`config.mk`:
```
export PLATFORM = sky130hd
export DESIGN_NAME = vs_shared_reg_arbiter
export DESIGN_NICKNAME = d
export VERILOG_FILES = /design/src/rtl/vs_shared_reg_arbiter.sv
export SDC_FILE = /design/constraint.sdc
export NUM_CORES = 1
export LEC_CHECK = 0
export CAP_MARGIN = 25
export CELL_PAD_IN_SITES_DETAIL_PLACEMENT = 1
export CELL_PAD_IN_SITES_GLOBAL_PLACEMENT = 2
export CORE_MARGIN = 2
export CORE_UTILIZATION = 25
export CTS_CLUSTER_DIAMETER = 100
export DETAILED_ROUTE_END_ITERATION = 7
export GPL_TIMING_DRIVEN = 0
export PLACE_DENSITY_LB_ADDON = 0.12
export REMOVE_ABC_BUFFERS = 1
export SETUP_SLACK_MARGIN = 0.05
export SLEW_MARGIN = 20
export SYNTH_ARGS = -nofsm -noshare
export SYNTH_HDL_FRONTEND = slang
export SYNTH_SLANG_ARGS = --single-unit
export TNS_END_PERCENT = 30
```
`constraint.sdc`:
```
create_clock -name clock -period 10 [get_ports clock]
set_input_delay 1 -clock clock [delete_from_list [all_inputs] [get_ports clock]]
set_output_delay 1 -clock clock [all_outputs]
set_load 0.02 [all_outputs]
```
`src/rtl/vs_shared_reg_arbiter.sv`:
```
// Round-robin arbiter sharing one WIDTH-bit control register among NUM_REQ agents.
// A granted agent may lock the register to keep ownership across read-modify-write sequences.
module vs_shared_reg_arbiter #(
  parameter int               NUM_REQ     = 4,
  parameter int               WIDTH       = 8,
  parameter logic [WIDTH-1:0] RESET_VALUE = '0,
  localparam int              IDX_W       = (NUM_REQ > 1) ? $clog2(NUM_REQ) : 1
) (
  input  logic                     clock,
  input  logic                     reset_n,
  input  logic [NUM_REQ-1:0]       req,
  input  logic [NUM_REQ-1:0]       lock,
  input  logic [2*NUM_REQ-1:0]     op,
  input  logic [WIDTH*NUM_REQ-1:0] wdata,
  output logic [NUM_REQ-1:0]       gnt,
  output logic [WIDTH-1:0]         q,
  output logic                     update,
  output logic                     locked,
  output logic [IDX_W-1:0]         owner
);

  typedef enum logic {
    ST_UNLOCKED = 1'b0,
    ST_LOCKED   = 1'b1
  } state_t;

  state_t             state_reg;
  logic [IDX_W-1:0]   ptr_reg;
  logic [IDX_W-1:0]   owner_reg;
  logic [WIDTH-1:0]   q_reg;
  logic               update_reg;

  logic [1:0]         op_arr   [NUM_REQ];
  logic [WIDTH-1:0]   data_arr [NUM_REQ];

  logic [NUM_REQ-1:0] gnt_vec;
  logic [IDX_W-1:0]   gnt_idx;
  logic               found;
  int                 cand;
  logic [IDX_W-1:0]   cand_idx;
  logic               xfer;
  logic [1:0]         sel_op;
  logic [WIDTH-1:0]   sel_data;
  logic [WIDTH-1:0]   q_next;

  genvar gi;
  generate
    for (gi = 0; gi < NUM_REQ; gi++) begin : g_unpack
      assign op_arr[gi]   = op[2*gi +: 2];
      assign data_arr[gi] = wdata[WIDTH*gi +: WIDTH];
    end
  endgenerate

  function automatic logic [IDX_W-1:0] wrap_inc(input logic [IDX_W-1:0] idx);
    if (int'(idx) == NUM_REQ - 1)
      return '0;
    else
      return idx + 1'b1;
  endfunction

  function automatic logic [WIDTH-1:0] apply_op(input logic [1:0]       code,
                                                input logic [WIDTH-1:0] cur,
                                                input logic [WIDTH-1:0] d);
    case (code)
      2'b00:   return d;
      2'b01:   return cur | d;
      2'b10:   return cur & ~d;
      default: return cur ^ d;
    endcase
  endfunction

  // Grant is combinational so a requester is served in the cycle it asks;
  // reset_n gates it directly so no grant is visible while reset is held.
  always_comb begin
    gnt_vec  = '0;
    gnt_idx  = '0;
    found    = 1'b0;
    cand     = 0;
    cand_idx = '0;
    if (!reset_n) begin
      gnt_vec = '0;
    end else if (state_reg == ST_LOCKED) begin
      gnt_idx = owner_reg;
      if (req[owner_reg])
        gnt_vec[owner_reg] = 1'b1;
    end else begin
      for (int off = 0; off < NUM_REQ; off++) begin
        cand = int'(ptr_reg) + off;
        if (cand >= NUM_REQ)
          cand = cand - NUM_REQ;
        cand_idx = IDX_W'(cand);
        if (!found && req[cand_idx]) begin
          found             = 1'b1;
          gnt_idx           = cand_idx;
          gnt_vec[cand_idx] = 1'b1;
        end
      end
    end
  end

  assign xfer     = |gnt_vec;
  assign sel_op   = op_arr[gnt_idx];
  assign sel_data = data_arr[gnt_idx];
  assign q_next   = apply_op(sel_op, q_reg, sel_data);

  always_ff @(posedge clock or negedge reset_n) begin
    if (!reset_n) begin
      state_reg  <= ST_UNLOCKED;
      ptr_reg    <= '0;
      owner_reg  <= '0;
      q_reg      <= RESET_VALUE;
      update_reg <= 1'b0;
    end else begin
      update_reg <= xfer;
      if (xfer) begin
        q_reg     <= q_next;
        owner_reg <= gnt_idx;
        case (state_reg)
          ST_UNLOCKED: begin
            // Taking the lock leaves ptr alone so rotation resumes after the owner on release.
            if (lock[gnt_idx])
              state_reg <= ST_LOCKED;
            else
              ptr_reg <= wrap_inc(gnt_idx);
          end
          ST_LOCKED: begin
            if (!lock[gnt_idx]) begin
              state_reg <= ST_UNLOCKED;
              ptr_reg   <= wrap_inc(gnt_idx);
            end
          end
          default: state_reg <= ST_UNLOCKED;
        endcase
      end
    end
  end

  assign gnt    = gnt_vec;
  assign q      = q_reg;
  assign update = update_reg;
  assign locked = (state_reg == ST_LOCKED);
  assign owner  = owner_reg;

`ifndef SYNTHESIS
  a_req_known: assert property (@(posedge clock) disable iff (!reset_n) !$isunknown(req))
    else $error("req carries X/Z");
  a_gnt_onehot0: assert property (@(posedge clock) disable iff (!reset_n) $onehot0(gnt_vec))
    else $error("gnt not one-hot or zero");
  a_gnt_subset: assert property (@(posedge clock) disable iff (!reset_n) (gnt_vec & ~req) == '0)
    else $error("gnt not a subset of req");
  a_lock_owner: assert property (@(posedge clock) disable iff (!reset_n)
      (state_reg != ST_LOCKED) || ((gnt_vec & ~(NUM_REQ'(1) << owner_reg)) == '0))
    else $error("grant to non-owner while locked");
`endif

endmodule
```
==> results.py, run 1 <==
metrics = {
    "sta": {
        "maxSlewHeadroom_pct": 35.5,
        "fin_crit_ps": 5480,
        "setup_violations": 0,
        "fmax_mhz": 183,
        "tightest_slew_ps": 961,
        "tns_ps": 0,
        "period_share_pct": 54.8,
        "finalMaxSlewViolations": 0,
        "rsz0062_at_grt": "false",
        "finalHoldViolCount": 0,
        "fin_skew_ps": 2.87,
    },
    "cells_and_area": {
        "layout-drive-gt1-share_pct": 8.66,
        "final_area_sq_um": 3070,
        "layout_common_cells": "clkdlybuf4s50_1 (65), nand2_1 (46), a21oi_1 (34), inv_1 (27), ha_1 (25)",
        "largest_register_ffs": 8,
        "fin_nets": 411,
        "final_common_cell": "clkdlybuf4s50_1",
        "area_growth_pct": 34.9,
        "num_antenna_cells": 0,
    },
    "critical_path": {
        "start_kind": "flop",
        "slowest_stage": "dfrtp_1",
        "critPathRequiredTime_ps": 10140,
        "r2r_setup_slack_ps": 4520,
        "crit_arrival_ps": 5620,
        "crit_type": "flop to flop",
        "cpPeakStageDelay_ps": 740,
        "worst_r2r_endpoint": "q[4]",
        "worstPathMaxFanout": 26,
        "critPathCaptureType": "flop",
        "reg2reg_depth": 13,
        "crit_chain": "inv_1, ha_1, mux4_2, nor2b_4, o31a_4, o21ai_4, inv_1, a21oi_1, a22o_1, ha_1, a221oi_1, a21oi_1, o221a_1",
        "critical_path_buf_inv_count": 2,
        "r2r_start": "ptr_reg[0]",
        "worst_path_dominant_cell_family": "compound AO/OA/AOI/OAI gates",
    },
    "clock_tree": {
        "h-tree-depth": 1,
        "clk_pin_slew_ps": 70,
        "cts_setup_buffers": 0,
        "clock_latency_ps": 250,
        "clk_path_buf_depth": 2,
        "cts_tree": "yes",
        "cts_hold_buf": 0,
        "postCtsResizedCells": 0,
        "cts.sinks": 14,
        "numCtsBuffers": 3,
        "root_buffer": "clkbuf_8",
    },
    "route": {
        "drtPass1Iterations": 4,
        "drt_iter0_markers": 74,
        "routed_via_density": 5.20,
        "routed_wl_um": 7330,
        "vias": 2305,
        "drc": 0,
        "wl_per_cell_um": 16.6,
        "postRouteAntennaNets": 0,
    },
    "synthesis": {
        "synth_edf_count": 0,
        "synth_cell_type_count": 51,
        "yosys_warnings": 0,
        "yosysSeqAreaShare_pct": 15.4,
        "avgSynthCellArea_sq_um": 8.13,
        "synthCells": 280,
        "async_flop_share_pct": 100,
        "yosys.area.top_type": "dfrtp_1",
        "synth_ff_type": "dfrtp_1",
        "synth_area_leaders": "dfrtp_1 (15%), ha_1 (14%), nand2_1 (7.6%), a21oi_1 (7.5%), mux2i_1 (5.7%)",
        "ys_seq_elements": 14,
        "synth_top_area_share_pct": 15.4,
        "synth_area_sq_um": 2280,
    },
    "placed_design": {
        "dpl.hpwl_um": 5500,
        "placed_cell_area_sq_um": 3000,
        "gp_congestion": 0.814,
        "port_buffers": 65,
    },
    "power": {
        "irDropWorstVdd_mv": 0.0768,
        "power_density_nw_per_um2": 325,
        "leakage_uw": 0.00135,
    },
    "global_routing": {
        "grt_pass1_vias": 2373,
        "grt_pass1_wl_um": 12100,
        "grt_use_total_pct": 15.0,
        "grt_max_degree": 27,
        "grt_overflow": 0,
        "antenna_found_initial": 0,
    },
    "floorplanning": {
        "core_area_sq_um": 8760,
        "die_x_um": 99.4,
        "num_io_pins": 66,
        "start_util_pct": 26.0,
        "die_y_um": 99.4,
        "die-area_sq_um": 9890,
        "num_rows": 34,
    },
    "worst_hold_path": {
        "min_from": "q[6]",
        "holdPathEnd": "q[6]",
        "hold_depth": 2,
        "hold_path_class": "flop to flop",
    },
    "job": {
        "cap_violations": 0,
    },
    "status": {
        "status": "finished, final reports clean",
    },
}
cell type report:
class                   count  area (sq um)
multi-input cells         221          1740
fillers                  1055          5690
inverters                  27           101
repair buffers             69           692
well taps                 108           135
clock buffers               4          55.1
flip-flops and latches     14           350
routing by layer:
| metal | global-route usage, % | part of all wire, % |
|---|---|---|
| met4 | 2.42 | 0.40 |
| met1 | 21.7 | 52 |
| met5 | 0 | 0 |
| met3 | 2.04 | 4.0 |
| met2 | 24.0 | 44 |
power breakdown:
part           switching [uW]  internal, uW
Clock                    23.9          34.9
Combinational             454           351
Sequential               47.3          88.1
cells by family (layout without fill, tap and decap cells):
kind of cell,Yosys count,in the layout,share of synthesized area [%]
multiplexers,22,22,12.0
adder cells (fa/ha/maj),25,25,13.7
AND/OR/NAND/NOR,72,72,15.7
buffers and inverters,45,100,8.52
flip-flops,14,14,15.4
AO/OA/AOI/OAI,102,102,34.7
worst min-delay path, cell delays in order, from the launching register on:
cell and delay, ps:
dfrtp_1 400, inv_1 100, a221oi_2 60
cell usage after synthesis, drive strengths merged (3+ instances only):
cell type,n
nand2,46
a21oi,34
inv,27
ha,25
dfrtp,14
mux2i,14
buf,13
a221oi,11
o21ai,9
a22o,8
o221a,8
o21a,7
mux2,6
o211ai,6
clkbuf,5
nor2,5
a211oi,3
a31oi,3
nand3b,3
nor2b,3
nor3b,3
o211a,3
stage by stage:
step | power (uW) | hold WS, ps | instances | setup slack [ps] | utilization, %
2_1_floorplan | 689 | 659 | 262 | 4590 | -
3_3_place_gp | 924 | 583 | 435 | 1880 | 33.9
3_5_place_dp | 948 | 591 | 438 | 4320 | 34.3
4_1_cts | 1010 | 603 | 442 | 4400 | 34.9
5_1_grt | 1110 | 641 | 443 | 4040 | 35.1
6_report | 1000 | 594 | 443 | 4520 | 35.1
how the worst max path moves through the flow:
stage | startpoint | end | slack (ps) | cells after the start
6_report | ptr_reg[0] | q[4] | 4520 | 13
2_1_floorplan | ptr_reg[0] | q[0] | 4590 | 13
4_1_cts | ptr_reg[0] | q[4] | 4400 | 13
3_5_place_dp | req[3] | q[4] | 4320 | 12
3_3_place_gp | reset_n | q[3] | 1880 | 12
5_1_grt | ptr_reg[0] | q[7] | 4040 | 13
Power figures use the tool's default switching activity.
==> run 2: changes to the inputs <==
clock period = 5.38 ns   (was 10 ns; I/O delays follow)
==> results.py, run 2 (same netlist as run 1, synthesis figures left out) <==
metrics = {
    "status": {
        "status": "finished, final reports clean",
    },
    "cells_and_area": {
        "largest_register_ffs": 8,
        "num_antenna_cells": 0,
        "final_common_cell": "clkdlybuf4s50_1",
        "fin_nets": 413,
        "layout-drive-gt1-share_pct": 9.79,
        "layout_common_cells": "clkdlybuf4s50_1 (65), nand2_1 (46), a21oi_1 (34), inv_1 (26), ha_1 (25)",
        "area_growth_pct": 35.9,
    },
    "critical_path": {
        "crit_chain": "inv_1, ha_1, mux4_2, nor2b_4, o31a_4, o21ai_4, clkinvlp_4, a21oi_1, a22o_1, ha_1, a221oi_1, a21oi_1, o221a_1",
        "worstPathMaxFanout": 15,
        "start_kind": "flop",
        "crit_type": "flop to flop",
        "slowest_stage": "ha_1",
        "cpPeakStageDelay_ps": 610,
        "critPathRequiredTime_ps": 5520,
        "critPathCaptureType": "flop",
        "crit_arrival_ps": 5090,
    },
    "route": {
        "drtPass1Iterations": 4,
        "wl_per_cell_um": 17.5,
        "postRouteAntennaNets": 0,
        "vias": 2342,
        "drc": 0,
        "routed_wl_um": 7780,
        "routed_via_density": 5.26,
        "drt_iter0_markers": 109,
    },
    "floorplanning": {
        "num_rows": 34,
        "num_io_pins": 66,
        "die-area_sq_um": 9890,
        "die_y_um": 99.4,
        "die_x_um": 99.4,
        "start_util_pct": 26.0,
        "core_area_sq_um": 8760,
    },
    "sta": {
        "fin_skew_ps": 1.07,
        "finalMaxSlewViolations": 0,
        "worst_slack_ps": 428,
        "tightest_slew_ps": 946,
        "finalHoldViolCount": 0,
        "period_share_pct": 92.0,
        "maxSlewHeadroom_pct": 36.4,
        "setup_violations": 0,
        "fin_crit_ps": 4950,
        "fmax_mhz": 202,
        "rsz0062_at_grt": "false",
    },
    "worst_hold_path": {
        "hold_path_class": "input pin to asynchronous set/reset pin",
    },
    "clock_tree": {
        "numCtsBuffers": 3,
        "clk_pin_slew_ps": 70,
        "cts_tree": "yes",
        "clk_path_buf_depth": 2,
        "cts_setup_buffers": 0,
        "cts.sinks": 14,
        "h-tree-depth": 1,
        "root_buffer": "clkbuf_8",
        "clock_latency_ps": 250,
    },
    "global_routing": {
        "antenna_found_initial": 0,
        "grt_use_total_pct": 15.9,
        "grt_pass1_wl_um": 12700,
        "grt_max_degree": 22,
        "grt_overflow": 0,
        "grt_pass1_vias": 2396,
    },
    "placed_design": {
        "gp_congestion": 0.814,
        "dp_slack_ps": -205,
        "port_buffers": 65,
        "dpl.hpwl_um": 5500,
    },
    "job": {
        "cap_violations": 0,
    },
    "power": {
        "leakage_uw": 0.00134,
        "total_power_uw": 1900,
        "power_density_nw_per_um2": 613,
        "irDropWorstVdd_mv": 0.142,
    },
}
-- run 2: cell count changes in the layout (fill, tap and decap cells not counted), sizes merged --
cell / previous run / this run
clkinvlp: 0 / 2
o21ai: 9 / 10
inv: 27 / 26
-- run 2: what timing repair did --
item | CTS | global route
pin swaps | 1 | 0
gates cloned | 2 | 0
resized for setup | 2 | 2
setup endpoints to repair | 8 | 8
hold buffers | 0 | 0
-- run 2: cell type report --
class / count / area [sq um]
Clock buffer: 4 / 55.1
Fill cell: 1052 / 5670
Inverter: 27 / 105
Multi-Input combinational cell: 222 / 1750
Sequential cell: 14 / 352
Tap cell: 108 / 135
Timing Repair Buffer: 69 / 692
Timing Repair inverter: 1 / 7.51
-- run 2: path summary, 6_finish.rpt --
check | to | startpoint | slack [ps] | cells past startpoint
max in group asynchronous | ptr_reg[0] | reset_n | 4480 | 2
worst max register to register | q[4] | ptr_reg[0] | 430 | 13
worst max-delay path | q[4] | ptr_reg[0] | 430 | 13
worst min register to register | q[6] | q[6] | 600 | 2
min in group clock | q[6] | q[6] | 600 | 2
worst min-delay path | q[7] | reset_n | 500 | 1
-- run 2: critical path, delay by kind of cell, from the launching register on --
| kind | cells | cell delay, ps |
|---|---|---|
| compound gates | 7 | 1930 |
| fa+ha+maj | 2 | 880 |
| buf+inv | 2 | 770 |
| flops | 1 | 580 |
| mux | 1 | 450 |
| simple gates | 1 | 200 |
-- run 2: layer usage --
metal  wire [um]  global-route usage (%)  up-vias
met5           0                       0        -
met1        4030                    23.6     1133
met2        3370                    24.9       52
met3         344                    2.04        4
met4          37                    2.42        0
li1            -                       -     1153
-- run 2: power breakdown --
group          switching (uW)  leakage [uW]  internal, uW  total [uW]
registers                87.7      0.000161           165         252
logic                     879       0.00115           658        1540
clock network            43.6     0.0000288          64.9         109
-- run 2: stage by stage --
| stage | utilization, % | cell area, sq um | instances | hold WS, ps | TNS [ps] |
|---|---|---|---|---|---|
| after global placement | 33.9 | 2970 | 435 | 583 | -24850 |
| after floorplan | - | 2180 | 262 | 242 | -173 |
| after CTS | 35.1 | 3080 | 444 | 603 | 0 |
| after detailed placement | 34.3 | 3000 | 438 | 591 | -1100 |
| after global routing | 35.3 | 3090 | 445 | 513 | 0 |
| final | 35.3 | 3090 | 445 | 504 | 0 |
==> run 3: changes to the inputs <==
==> constraint.sdc (replaced) <==
create_clock -name clock -period 4.16 [get_ports clock]
set_input_delay 0.416 -clock clock [delete_from_list [all_inputs] [get_ports clock]]
set_output_delay 0.416 -clock clock [all_outputs]
set_load 0.1 [all_outputs]
==> results.py, run 3 (same netlist as run 1, synthesis figures left out) <==
metrics = {
    "status": {
        "status": "finished, final reports clean",
    },
    "critical_path": {
        "critPathRequiredTime_ps": 4300,
        "crit_arrival_ps": 4050,
        "start_kind": "input pin",
        "worstPathMaxFanout": 13,
        "r2r_setup_slack_ps": 300,
        "critPathCaptureType": "flop",
        "crit_type": "input pin to flop",
    },
    "global_routing": {
        "grtUsageMet1_pct": 24.6,
        "use_met3_pct": 2.04,
        "grt.busiest_layer": "met2",
        "grt_max_degree": 22,
        "grt_use_total_pct": 16.4,
        "grt_pass1_wl_um": 13100,
        "grt_overflow": 0,
        "grt_pass1_vias": 2470,
        "grtUsageMet2_pct": 25.6,
        "antenna_found_initial": 0,
    },
    "power": {
        "total_power_uw": 3120,
        "leakage_uw": 0.00148,
        "power_density_nw_per_um2": 941,
        "irDropWorstVdd_mv": 0.313,
    },
    "sta": {
        "period_share_pct": 93.9,
        "fin_skew_ps": 2.91,
        "maxSlewHeadroom_pct": 33.5,
        "tightest_slew_ps": 988,
        "fmax_mhz": 256,
        "fin_crit_ps": 3900,
        "rsz0062_at_grt": "false",
        "finalMaxSlewViolations": 0,
        "finalHoldViolCount": 0,
        "worst_hold_slack_ps": 382,
        "worst_slack_ps": 255,
        "setup_violations": 0,
    },
    "cells_and_area": {
        "fin_nets": 435,
        "num_antenna_cells": 0,
        "final_common_cell": "clkdlybuf4s50_1",
        "fin_cells": 467,
        "layout-drive-gt1-share_pct": 16.7,
        "layout_common_cells": "clkdlybuf4s50_1 (59), nand2_1 (46), a21oi_1 (33), inv_1 (24), ha_1 (24)",
        "largest_register_ffs": 8,
        "final_area_sq_um": 3310,
        "area_growth_pct": 45.5,
    },
    "route": {
        "drt_iter0_markers": 114,
        "vias": 2441,
        "drtPass1Iterations": 4,
        "routed_wl_um": 8150,
        "postRouteAntennaNets": 0,
        "drc": 0,
        "routed_via_density": 5.23,
        "wl_per_cell_um": 17.4,
    },
    "clock_tree": {
        "cts_hold_buf": 0,
        "h-tree-depth": 1,
        "cts.sinks": 14,
        "cts_tree": "yes",
        "clk_pin_slew_ps": 70,
        "numCtsBuffers": 3,
        "clk_path_buf_depth": 2,
        "root_buffer": "clkbuf_8",
        "clock_latency_ps": 250,
    },
    "floorplanning": {
        "num_rows": 34,
        "core_area_sq_um": 8760,
        "start_util_pct": 26.0,
        "num_io_pins": 66,
        "die_x_um": 99.4,
        "die-area_sq_um": 9890,
        "die_y_um": 99.4,
    },
    "placed_design": {
        "port_buffers": 65,
        "dp_slack_ps": -1430,
        "gp_congestion": 0.814,
        "dp.cells": 438,
        "placed_cell_area_sq_um": 3000,
        "dpl.hpwl_um": 5500,
    },
    "worst_hold_path": {
        "hold_path_class": "input pin to asynchronous set/reset pin",
    },
    "job": {
        "cap_violations": 0,
    },
}
==> run 3: power by group <==
group,switching (uW),internal (uW)
logic,1670,999
clock network,57.2,84.0
registers,88.8,217
total,1820,1300
==> run 3: area by class of cell <==
type                    instances  area [sq um]
repair buffers                 91           870
repair inverters                1          7.51
multi-input cells             222          1780
fillers                      1065          5450
well taps                     108           135
flip-flops and latches         14           355
inverters                      27           113
clock buffers                   4          55.1
==> run 3: repair_timing <==
| action | in CTS | in global routing |
|---|---|---|
| pin swaps | 3 | 1 |
| cloned | 2 | 0 |
| hold endpoints to repair | 0 | 0 |
| gates resized for setup | 16 | 3 |
| endpoints found under the setup margin | 17 | 12 |
| setup buffers | 12 | 10 |
==> run 3: routing by layer <==
| metal | vias to the layer above | wire [um] |
|---|---|---|
| met4 | 0 | 44 |
| met5 | - | 0 |
| li1 | 1193 | - |
| met2 | 71 | 3510 |
| met3 | 6 | 434 |
| met1 | 1171 | 4160 |
==> run 3: worst paths after layout <==
| path | endpoint | cells after the start | start |
|---|---|---|---|
| hold reg to reg | ptr_reg[1] | 1 | ptr_reg[1] |
| min in group clock | ptr_reg[1] | 1 | ptr_reg[1] |
| setup reg to reg | q[4] | 14 | ptr_reg[0] |
| hold / removal | q[7] | 1 | reset_n |
| max in group asynchronous | ptr_reg[0] | 2 | reset_n |
| setup / recovery | q[4] | 13 | req[1] |
==> run 3: per-stage QoR <==
step           setup TNS (ps)  utilization, %
2_1_floorplan          -14570               -
3_3_place_gp           -42230            33.9
3_5_place_dp           -15660            34.3
4_1_cts                     0            36.6
5_1_grt                     0            37.8
6_report                    0            37.8
==> run 3: worst max-delay path, cell delays in order <==
cell	delay [ps]
clkdlybuf4s50_1	610
mux4_2	630
nor2b_4	200
o31a_4	330
o21ai_4	280
clkinvlp_4	170
buf_12	160
a21oi_1	150
a22o_1	240
ha_1	270
a221oi_1	260
a21oi_1	80
o221a_1	240
==> RTL edit: new RTL, config.mk and constraints of run 2 <==
Set the parameter `WIDTH` to 10 (it was 8).
--- a/src/rtl/vs_shared_reg_arbiter.sv
+++ b/src/rtl/vs_shared_reg_arbiter.sv
@@ -3,5 +3,5 @@
 module vs_shared_reg_arbiter #(
   parameter int               NUM_REQ     = 4,
-  parameter int               WIDTH       = 8,
+  parameter int               WIDTH       = 10,
   parameter logic [WIDTH-1:0] RESET_VALUE = '0,
   localparam int              IDX_W       = (NUM_REQ > 1) ? $clog2(NUM_REQ) : 1
Ports: changed (resized q and wdata); port bits go from 66 to 76. The function was not compared with the original's and may differ.
==> RTL edit against run 2 <==
Die area increased by 15%; synthesized area increased by 15%; cell count increased by 7.9%; global-route usage is 2.0 points lower; wire length is 0.54% lower; total power increased by 1.6%; clock skew hardly changed; worst setup slack improved by 0.59 ns; final area up 14%; fmax grew 14%; largest power group unchanged; sequential cell count grew 2.
==> RTL edit: results <==
export IMPL_vias_per_cell=4.84
export IMPL_global_route_usage_met1=0.176
export IMPL_fill_cells=1208
export IMPL_first_global_vias=2481
export IMPL_synth_adder_area_share=0.133
export IMPL_grt_max_degree=25
export IMPL_endpoint="q[6]"
export IMPL_vias=2322
export IMPL_cell_internal_pwr_w=0.000929
export IMPL_layout_cell_share_with_drive_strength_beyond_1=0.148
export IMPL_synthesis_instances=282
export IMPL_gp_congestion=0.763
export IMPL_detailedRoute_firstIterationViolations=62
export IMPL_ys_seq_area_frac=0.152
export IMPL_place_worst_setup_slack_ns=0.953
export IMPL_gr_usage_met2=0.260
export IMPL_hpwl_um=5900
export IMPL_critical_path_max_stage_delay_ns=0.77
export IMPL_synthMuxAreaShare=0.166
export IMPL_clock_skew_ns=0.00138
export IMPL_synth_compound_gate_area_share=0.292
export IMPL_power_leakage_nw=1.42
export IMPL_io_buffer_count=75
export IMPL_cp_data_arrival_time_ns=4.49
export IMPL_nets=431
export IMPL_post_cts_resized=0
export IMPL_r2r_setup_slk_ns=1.02
export IMPL_vdd_ir_drop_worst_v=0.000220
export IMPL_placed_cells=476
export IMPL_grt_total_usage=0.139
export IMPL_yosys_area_share_xor_xnor=0.00333
export IMPL_finalCriticalPeriod_ns=4.36
export IMPL_yosys_top_cells_count="sky130_fd_sc_hd__mux2i_1, sky130_fd_sc_hd__ha_1, sky130_fd_sc_hd__inv_1"
export IMPL_cpMaxStageDelayCell="sky130_fd_sc_hd__dfrtp_1"
export IMPL_timing_critical_path_fanout_max=17
export IMPL_grt_ovfl_total=0
export IMPL_number_of_cells_on_the_worst_reg_to_reg_path=14
export IMPL_worst_hold_slack_ns=0.273
export IMPL_placed_cell_area_um2=3470
export IMPL_grt_pass1_wl_um=12700
export IMPL_cts_root_buffer="sky130_fd_sc_hd__clkbuf_8"
export IMPL_synth_top_cells_by_area="sky130_fd_sc_hd__dfrtp_1, sky130_fd_sc_hd__ha_1, sky130_fd_sc_hd__mux2i_1, sky130_fd_sc_hd__a211oi_2, sky130_fd_sc_hd__inv_1"
export IMPL_drt_pre_antenna_iters=4
export IMPL_antennaDiodeCount=0
export IMPL_drt_wirelength_per_cell_um=16.1
export IMPL_async_reset_ff_frac=1.00
export IMPL_netlist_cell_type_count=60
export IMPL_worst_pin_slew_ns=0.675
export IMPL_powerDensity_nw_per_um2=548
export IMPL_cts_max_path_buffers=2
export IMPL_grt_util_met3=0.0123
export IMPL_largest_register_ffs=10
export IMPL_run_status="finished clean"
## RTL edit: cell count changes in the layout (fill, tap and decap cells not counted), sizes merged, moves of 9 or more
cell / delta
clkdlybuf4s50: +9
a21oi: -24
nor3: +9
a211oi: +28
a221oi: -10
mux2i: +19
nand2: -28
## RTL edit: power groups by stage
stage	logic [W]	registers, W	clock network (W)
after floorplan	0.00101	0.000317	0
after detailed placement	0.00155	0.000286	0
final	0.00153	0.000280	0.000116
after global placement	0.00149	0.000284	0
after CTS	0.00157	0.000284	0.000121
after global routing	0.00169	0.000294	0.000124
## RTL edit: layout make-up
| class | instances | share of cell area |
|---|---|---|
| multi-input combinational | 217 | 0.566 |
| timing repair buffer | 78 | 0.226 |
| sequential | 16 | 0.114 |
| tap | 136 | 0.0483 |
| inverter | 29 | 0.0309 |
| clock buffer | 4 | 0.0156 |
## RTL edit: routing by layer
layer / up-vias / part of all wire
met5: - / 0
met4: 0 / 0.0028
met3: 2 / 0.023
met2: 34 / 0.52
met1: 1130 / 0.46
li1: 1156 / -
